`src/rtl/usb_pkg.sv`:
```
// Shared definitions for the USB device-side transaction responder:
// PID encodings, CRC-type selectors for the transmit encoder, FSM states
// and a small PID classification helper.
package usb_pkg;

    // Packet identifiers (low nibble of the PID byte).
    typedef enum logic [3:0] {
        PID_OUT   = 4'b0001,
        PID_ACK   = 4'b0010,
        PID_DATA0 = 4'b0011,
        PID_IN    = 4'b1001,
        PID_NAK   = 4'b1010,
        PID_DATA1 = 4'b1011
    } usb_pid_e;

    // CRC selection presented to the transmit encoder alongside pid_out.
    localparam logic [4:0] CRC_TYPE_NONE = 5'd0;
    localparam logic [4:0] CRC_TYPE_5    = 5'd5;
    localparam logic [4:0] CRC_TYPE_16   = 5'd16;

    // Transaction FSM states.
    typedef enum logic [2:0] {
        ST_IDLE,
        ST_TX_DATA,
        ST_WAIT_HS,
        ST_RX_DATA,
        ST_TX_HS
    } usb_state_e;

    // True for either DATA PID; the toggle bit is judged separately.
    function automatic logic is_data_pid(input logic [3:0] pid);
        return (pid == PID_DATA0) || (pid == PID_DATA1);
    endfunction

endpackage

```
`src/rtl/usb_timeout_timer.sv`:
```
// Host-response timer for the device transaction FSM. Counts cycles while
// enabled, holds at the limit, and flags expiry while the count sits at
// TIMEOUT_CYCLES. clear has priority over enable.
module usb_timeout_timer #(
    parameter int TIMEOUT_CYCLES = 255
) (
    input  logic clk,
    input  logic rst_b,
    input  logic clear,
    input  logic enable,
    output logic expired
);

    localparam int CNT_W = $clog2(TIMEOUT_CYCLES + 1);
    localparam logic [CNT_W-1:0] LIMIT = CNT_W'(TIMEOUT_CYCLES);

    logic [CNT_W-1:0] cnt;

    // Cycle counter: restarts on clear, saturates at the limit.
    always_ff @(posedge clk or negedge rst_b) begin
        if (!rst_b) begin
            cnt <= '0;
        end else if (clear) begin
            cnt <= '0;
        end else if (enable && (cnt != LIMIT)) begin
            cnt <= cnt + CNT_W'(1);
        end
    end

    assign expired = enable && (cnt == LIMIT);

endmodule

```
`src/rtl/usb_device_protocol_fsm.sv`:
```
// Device-side USB transaction responder. Answers IN tokens with a DATA
// packet (or NAK when the application has nothing queued), answers OUT
// transactions with ACK/NAK, and hands payloads to/from the application.
// All outputs are registered; the encoder is driven with a req/done pair.
// Optional build macro: USB_DEV_DATA_TOGGLE_EN enables DATA0/DATA1
// sequencing and duplicate-OUT detection.
module usb_device_protocol_fsm
    import usb_pkg::*;
#(
    parameter logic [6:0] DEV_ADDR       = 7'd5,
    parameter logic [3:0] DEV_ENDP       = 4'd4,
    parameter int         TIMEOUT_CYCLES = 255,
    parameter int         ERR_CNT_W      = 8
) (
    input  logic                 clk,
    input  logic                 rst_b,
    input  logic                 pkt_valid,
    input  logic [3:0]           pid_in,
    input  logic [6:0]           addr_in,
    input  logic [3:0]           endp_in,
    input  logic [63:0]          data_in,
    input  logic                 crc_correct,
    output logic                 send_req,
    input  logic                 send_done,
    output logic [3:0]           pid_out,
    output logic [63:0]          data_out,
    output logic [4:0]           crc_type,
    input  logic                 app_tx_valid,
    input  logic [63:0]          app_tx_data,
    output logic                 app_tx_taken,
    input  logic                 app_rx_ready,
    output logic                 app_rx_valid,
    output logic [63:0]          app_rx_data,
    output logic                 timeout_err,
    output logic [ERR_CNT_W-1:0] err_count
);

    usb_state_e state, state_d;

    logic                 send_req_d;
    logic [3:0]           pid_out_d;
    logic [63:0]          data_out_d;
    logic [4:0]           crc_type_d;
    logic                 app_tx_taken_d;
    logic                 app_rx_valid_d;
    logic [63:0]          app_rx_data_d;
    logic                 timeout_err_d;
    logic [ERR_CNT_W-1:0] err_count_d;

    logic       token_match;
    logic       waiting;
    logic       tmo_expired;
    logic [3:0] tx_data_pid;
    logic       rx_dup;

    // Error counter sticks at all-ones instead of wrapping.
    function automatic logic [ERR_CNT_W-1:0] sat_inc(input logic [ERR_CNT_W-1:0] v);
        return (&v) ? v : v + ERR_CNT_W'(1);
    endfunction

    assign token_match = pkt_valid && crc_correct &&
                         (addr_in == DEV_ADDR) && (endp_in == DEV_ENDP);

    // The timer runs only while waiting on the host; any other state
    // holds it at zero so each wait starts from a fresh count.
    assign waiting = (state == ST_WAIT_HS) || (state == ST_RX_DATA);

    usb_timeout_timer #(
        .TIMEOUT_CYCLES(TIMEOUT_CYCLES)
    ) u_timer (
        .clk    (clk),
        .rst_b  (rst_b),
        .clear  (!waiting),
        .enable (waiting),
        .expired(tmo_expired)
    );

`ifdef USB_DEV_DATA_TOGGLE_EN
    logic tx_toggle, tx_toggle_d;
    logic rx_toggle, rx_toggle_d;

    assign tx_data_pid = tx_toggle ? PID_DATA1 : PID_DATA0;
    // A DATA PID whose toggle differs from the expected one is a retry of
    // a packet we already accepted (our ACK was lost).
    assign rx_dup      = (pid_in == PID_DATA1) != rx_toggle;

    // Data-toggle state for both directions.
    always_ff @(posedge clk or negedge rst_b) begin
        if (!rst_b) begin
            tx_toggle <= 1'b0;
            rx_toggle <= 1'b0;
        end else begin
            tx_toggle <= tx_toggle_d;
            rx_toggle <= rx_toggle_d;
        end
    end
`else
    assign tx_data_pid = PID_DATA0;
    assign rx_dup      = 1'b0;
`endif

    // State and registered outputs.
    always_ff @(posedge clk or negedge rst_b) begin
        if (!rst_b) begin
            state        <= ST_IDLE;
            send_req     <= 1'b0;
            pid_out      <= 4'd0;
            data_out     <= 64'd0;
            crc_type     <= CRC_TYPE_NONE;
            app_tx_taken <= 1'b0;
            app_rx_valid <= 1'b0;
            app_rx_data  <= 64'd0;
            timeout_err  <= 1'b0;
            err_count    <= '0;
        end else begin
            state        <= state_d;
            send_req     <= send_req_d;
            pid_out      <= pid_out_d;
            data_out     <= data_out_d;
            crc_type     <= crc_type_d;
            app_tx_taken <= app_tx_taken_d;
            app_rx_valid <= app_rx_valid_d;
            app_rx_data  <= app_rx_data_d;
            timeout_err  <= timeout_err_d;
            err_count    <= err_count_d;
        end
    end

    // Next-state and next-output logic; pulses default low, held values
    // default to their current contents.
    always_comb begin
        state_d        = state;
        send_req_d     = send_req;
        pid_out_d      = pid_out;
        data_out_d     = data_out;
        crc_type_d     = crc_type;
        app_tx_taken_d = 1'b0;
        app_rx_valid_d = 1'b0;
        app_rx_data_d  = app_rx_data;
        timeout_err_d  = 1'b0;
        err_count_d    = err_count;
`ifdef USB_DEV_DATA_TOGGLE_EN
        tx_toggle_d    = tx_toggle;
        rx_toggle_d    = rx_toggle;
`endif

        case (state)
            ST_IDLE: begin
                if (token_match && (pid_in == PID_IN)) begin
                    send_req_d = 1'b1;
                    if (app_tx_valid) begin
                        pid_out_d  = tx_data_pid;
                        data_out_d = app_tx_data;
                        crc_type_d = CRC_TYPE_16;
                        state_d    = ST_TX_DATA;
                    end else begin
                        pid_out_d  = PID_NAK;
                        crc_type_d = CRC_TYPE_NONE;
                        state_d    = ST_TX_HS;
                    end
                end else if (token_match && (pid_in == PID_OUT)) begin
                    state_d = ST_RX_DATA;
                end
            end

            ST_TX_DATA: begin
                if (send_done) begin
                    send_req_d = 1'b0;
                    state_d    = ST_WAIT_HS;
                end
            end

            ST_TX_HS: begin
                if (send_done) begin
                    send_req_d = 1'b0;
                    state_d    = ST_IDLE;
                end
            end

            ST_WAIT_HS: begin
                // A packet arriving on the expiry cycle takes precedence.
                if (pkt_valid) begin
                    state_d = ST_IDLE;
                    if ((pid_in == PID_ACK) && crc_correct) begin
                        app_tx_taken_d = 1'b1;
`ifdef USB_DEV_DATA_TOGGLE_EN
                        tx_toggle_d    = !tx_toggle;
`endif
                    end
                end else if (tmo_expired) begin
                    timeout_err_d = 1'b1;
                    err_count_d   = sat_inc(err_count);
                    state_d       = ST_IDLE;
                end
            end

            ST_RX_DATA: begin
                if (pkt_valid) begin
                    if (is_data_pid(pid_in)) begin
                        send_req_d = 1'b1;
                        crc_type_d = CRC_TYPE_NONE;
                        state_d    = ST_TX_HS;
                        if (!crc_correct) begin
                            pid_out_d   = PID_NAK;
                            err_count_d = sat_inc(err_count);
                        end else if (rx_dup) begin
                            pid_out_d = PID_ACK;
                        end else if (app_rx_ready) begin
                            pid_out_d      = PID_ACK;
                            app_rx_data_d  = data_in;
                            app_rx_valid_d = 1'b1;
`ifdef USB_DEV_DATA_TOGGLE_EN
                            rx_toggle_d    = !rx_toggle;
`endif
                        end else begin
                            pid_out_d = PID_NAK;
                        end
                    end else begin
                        state_d = ST_IDLE;
                    end
                end else if (tmo_expired) begin
                    timeout_err_d = 1'b1;
                    err_count_d   = sat_inc(err_count);
                    state_d       = ST_IDLE;
                end
            end

            default: begin
                state_d = ST_IDLE;
            end
        endcase
    end

endmodule

```
`config.mk`:
```
export PLATFORM = sky130hd
export DESIGN_NAME = usb_device_protocol_fsm
export DESIGN_NICKNAME = d
export VERILOG_FILES = /design/src/rtl/usb_pkg.sv /design/src/rtl/usb_timeout_timer.sv /design/src/rtl/usb_device_protocol_fsm.sv
export SDC_FILE = /design/constraint.sdc
export NUM_CORES = 1
export LEC_CHECK = 0
export ABC_AREA = 1
export CELL_PAD_IN_SITES_DETAIL_PLACEMENT = 0
export CELL_PAD_IN_SITES_GLOBAL_PLACEMENT = 2
export CORE_AREA = 10 10 191 193
export DETAILED_ROUTE_END_ITERATION = 6
export DIE_AREA = 0 0 201 203
export GPL_TIMING_DRIVEN = 0
export PLACE_DENSITY = 0.78
export RECOVER_POWER = 100
export SLEW_MARGIN = 5
export SYNTH_ARGS = -nofsm -noshare
export SYNTH_HDL_FRONTEND = slang
export SYNTH_HIERARCHICAL = 1
export SYNTH_SLANG_ARGS = --single-unit
```
`constraint.sdc`:
```
create_clock -name clk -period 1.83 [get_ports clk]
set_input_delay 0.366 -clock clk [delete_from_list [all_inputs] [get_ports clk]]
set_output_delay 0.366 -clock clk [all_outputs]
set_load 0.005 [all_outputs]
```
==> metrics.md <==
| Metric | Value |
|---|---|
| Reg-to-Reg Start | `state[2]` |
| Skew final | `0.0119 ns` |
| Clock latency at the later pin of the worst-skew pair | `0.44 ns` |
| Post-DR wirelength/cell | `15.3 um` |
| Clk pwr share | `0.359` |
| Seq pwr share | `0.407` |
| Via/cell ratio | `3.89` |
| Switching share of power | `0.286` |
| Antenna cells | `0` |
| 1st-iter DRT viols | `234` |
| Max Cap Viol | `0` |
| Share of the synthesized area in the top cell type | `0.567` |
| Final WL | `24.4 mm` |
| Detailed placement HPWL | `18.4 mm` |
| Run status | `finished, final reports clean` |
| Largest fanout of any net on the critical path | `4` |
| Most instantiated cells after synthesis | `330 x nand2_1, 154 x dfrtp_1, 109 x inv_1` |
| Nets | `1300` |
| Buffer cell driving the clock tree root | `clkbuf_16` |
| CTS Buffer Depth | `2` |
| Horizontal die dimension | `201 um` |
| Final Util | `0.343` |
| Count of boundary I/O pins | `299` |
| Global-route wire length before repair | `37.6 mm` |
| Count of mapped cells out of synthesis | `816` |
| Router iterations before antenna repair | `4` |
| Effective utilization at floorplan | `0.209` |
| Number of slew-limit violations in the final report | `0` |
| Number of sinks handled by clock tree synthesis | `154` |
| Total die area | `0.0408 mm2` |
| Primary flip-flop cell chosen by synthesis mapping | `dfrtp_1` |
| Switch Pwr | `2.69 mW` |
| Classification of the worst-slack hold path | `in2reg` |
| Fin crit period | `1.75 ns` |
| Total power divided by cell area | `846 mW/mm2` |
| Aggregate global-route resource usage | `0.118` |
| Cell Area, Synth | `0.00680 mm2` |
| Setup violations, final | `0` |
| Internal cell power | `6.72 mW` |
| Clock tree from TritonCTS | `done` |
| Family with the most delay on the worst path | `buffers and inverters` |
| Hold Path Origin | `pkt_valid` |
| Dominant cell type by area after synthesis | `dfrtp_1` |
| Die Ht | `203 um` |
| Port bufs | `293` |
| Largest stage delay on the critical path | `0.55 ns` |
| Core Area | `0.0325 mm2` |
| Seq/Total Area, Yosys | `0.567` |
| Pre-CTS worst setup slack | `-0.415 ns` |
| Worst slew pin tran | `0.603 ns` |
| Fraction of layout instances using a drive strength above 1 | `0.0993` |
| Required time reported for the critical path endpoint | `1.46 ns` |
| Element type at the critical path end | `output pin` |
| Cell with the biggest individual delay on the critical path | `clkdlybuf4s50_1` |
| Cell variety after synth | `29` |
| Leakage power total | `5.48 nW` |
| CTS Buf Count | `17` |
| CTS H-Tree Depth | `4` |
| Hold Fails Final Rpt | `0` |
| Total of flip-flops plus latches after synthesis | `154` |
| Worst relative slew slack | `0.598` |
| Share of power burned in combinational logic | `0.234` |
| Number of rows in the core area | `66` |
| Global placer's final weighted congestion | `0.780` |
| Vias in the first global route | `6270` |
| Number of flops mapped to enable cells by yosys | `0` |
| Largest net degree at the start of global routing | `84` |
| Cell with the most instances after synthesis | `nand2_1` |
| Count of buffer and inverter cells on the critical path | `1` |
| Detailed-route DRC error count | `0` |
| Synth Area per Inst | `8.33 um2` |
| Main area contributors after synthesis | `dfrtp_1 57%, nand2_1 18%, inv_1 6.0%, o21ai_1 4.7%, buf_6 2.5%` |
| GRT overflow | `0` |
| Synth warn | `6` |
| Crit path arrival time | `1.38 ns` |
| Routed vias | `6216` |
| Async SR Flop Fraction | `1.00` |
| CP Launch Point | `err_count[0]` |
| Post-route fraction of the period consumed by the critical path | `0.956` |
| ANT nets after route | `0` |
| Clock transition time at the flip-flop clock pins of the worst setup and hold paths | `0.06 ns` |
| Antenna violations before repair | `1` |
| Final setup slack of the worst path | `0.0805 ns` |
| VDD IR-drop max | `0.000601 V` |
| Unrepaired setup endpoints after global routing | `true` |
| WS Path Type | `reg2out` |
| Cell breakdown of the critical path | `clkdlybuf4s50_1` |
| Final hold slack | `0.320 ns` |
| Area Growth Syn to Fin | `63.6%` |
| Max Freq | `572 MHz` |
| Nature of the critical path startpoint | `flop` |
==> flip-flops by register name, summed over array words and instances (netlist names) <==
register and flops:
timeout_err 1, err_count 8, send_req 1, app_rx_data 64, app_rx_valid 1, state 3, data_out 64, app_tx_taken 1
pid_out 3, u_timer/cnt 8
==> stage by stage <==
step                setup TNS [ns]  instance area (um2)  std cells  power [mW]
floorplan                        0                 6810        820        4.82
global placement          -1082.85                10300       1555        5.98
detailed placement          -39.03                10300       1556        6.00
CTS                              0                10900       1589        9.52
global route               -0.0556                11100       1600        9.98
finish                           0                11100       1600        9.41
==> routing by layer <==
metal / GRT usage / vias to the layer above / wire (um)
met5: 0 / - / 18
met2: 0.183 / 193 / 11100
met3: 0.0489 / 14 / 1910
met1: 0.146 / 2885 / 11200
li1: - / 3122 / -
met4: 0.0341 / 2 / 236
==> power groups by stage <==
stage	sequential (mW)	clock, mW	combinational (mW)
6_report	3.83	3.38	2.20
3_3_place_gp	3.89	0	2.09
3_5_place_dp	3.89	0	2.10
5_1_grt	3.86	3.66	2.46
2_1_floorplan	3.89	0	0.931
4_1_cts	3.83	3.54	2.15
==> path summary, 6_finish.rpt <==
| path | endpoint | slack (ns) | depth (start not counted) |
|---|---|---|---|
| hold reg to reg | pid_out[1] | 0.46 | 2 |
| hold / removal | timeout_err | 0.32 | 2 |
| setup / recovery | err_count[0] | 0.08 | 1 |
| setup reg to reg | app_rx_data[20] | 0.10 | 11 |
| max in group asynchronous | err_count[6] | 0.47 | 3 |
| min in group asynchronous | app_rx_data[63] | 0.49 | 2 |
==> cell type report <==
type	count	area, um2
multi-input cells	514	2280
repair buffers	308	3100
well taps	442	553
fillers	3442	21300
flip-flops and latches	154	3860
plain buffers	36	337
inverters	116	438
clock inverters	7	70.1
clock buffers	22	474
repair inverters	1	7.51
==> cell usage in the layout, fill, tap and decap left out, types with 2 or more instances in the layout <==
master           netlist  layout
nand2_1              330     327
clkdlybuf4s50_1        0     289
dfrtp_1              154     150
inv_1                109     107
o21ai_1               64      64
nor2_1                35      33
nand3_1               32      31
buf_4                 10      25
clkbuf_16              0      18
buf_6                 15      16
o21ai_0                9       9
inv_2                  6       8
nand4_1                8       8
nor2_4                 4       7
nand2_4                2       5
nand2_2                5       5
conb_1                 1       5
buf_2                 11       4
dfrtp_2                0       4
nor3_1                 3       3
a21oi_1                3       3
clkinv_2               0       3
clkbuf_8               0       3
nand3_2                2       2
buf_8                  0       2
xor2_1                 2       2
clkinv_4               0       2
clkbuf_1               0       2
clkinvlp_4             0       2
dlymetal6s2s_1         0       2
==> logic make-up (layout without fill, tap and decap cells) <==
logic type      Yosys count  after routing  share of synthesized area
simple gates            427            427                      0.260
xor+xnor                  2              2                    0.00258
buf+inv                 152            490                      0.108
compound gates           78             78                     0.0582
flops                   154            154                      0.567
fa+ha+maj                 2              2                    0.00368
other cells               1              5                   0.000552
==> repair_timing <==
item | in CTS | in global routing
gates resized for setup | 8 | 36
hold buffers | 1 | 0
cloned | 0 | 2
pin swaps | 1 | 4
setup buffers | 3 | 9
endpoints found under the setup margin | 10 | 129
endpoints found under the hold margin | 71 | 0
No activity file was read; power rests on OpenSTA's default activity.
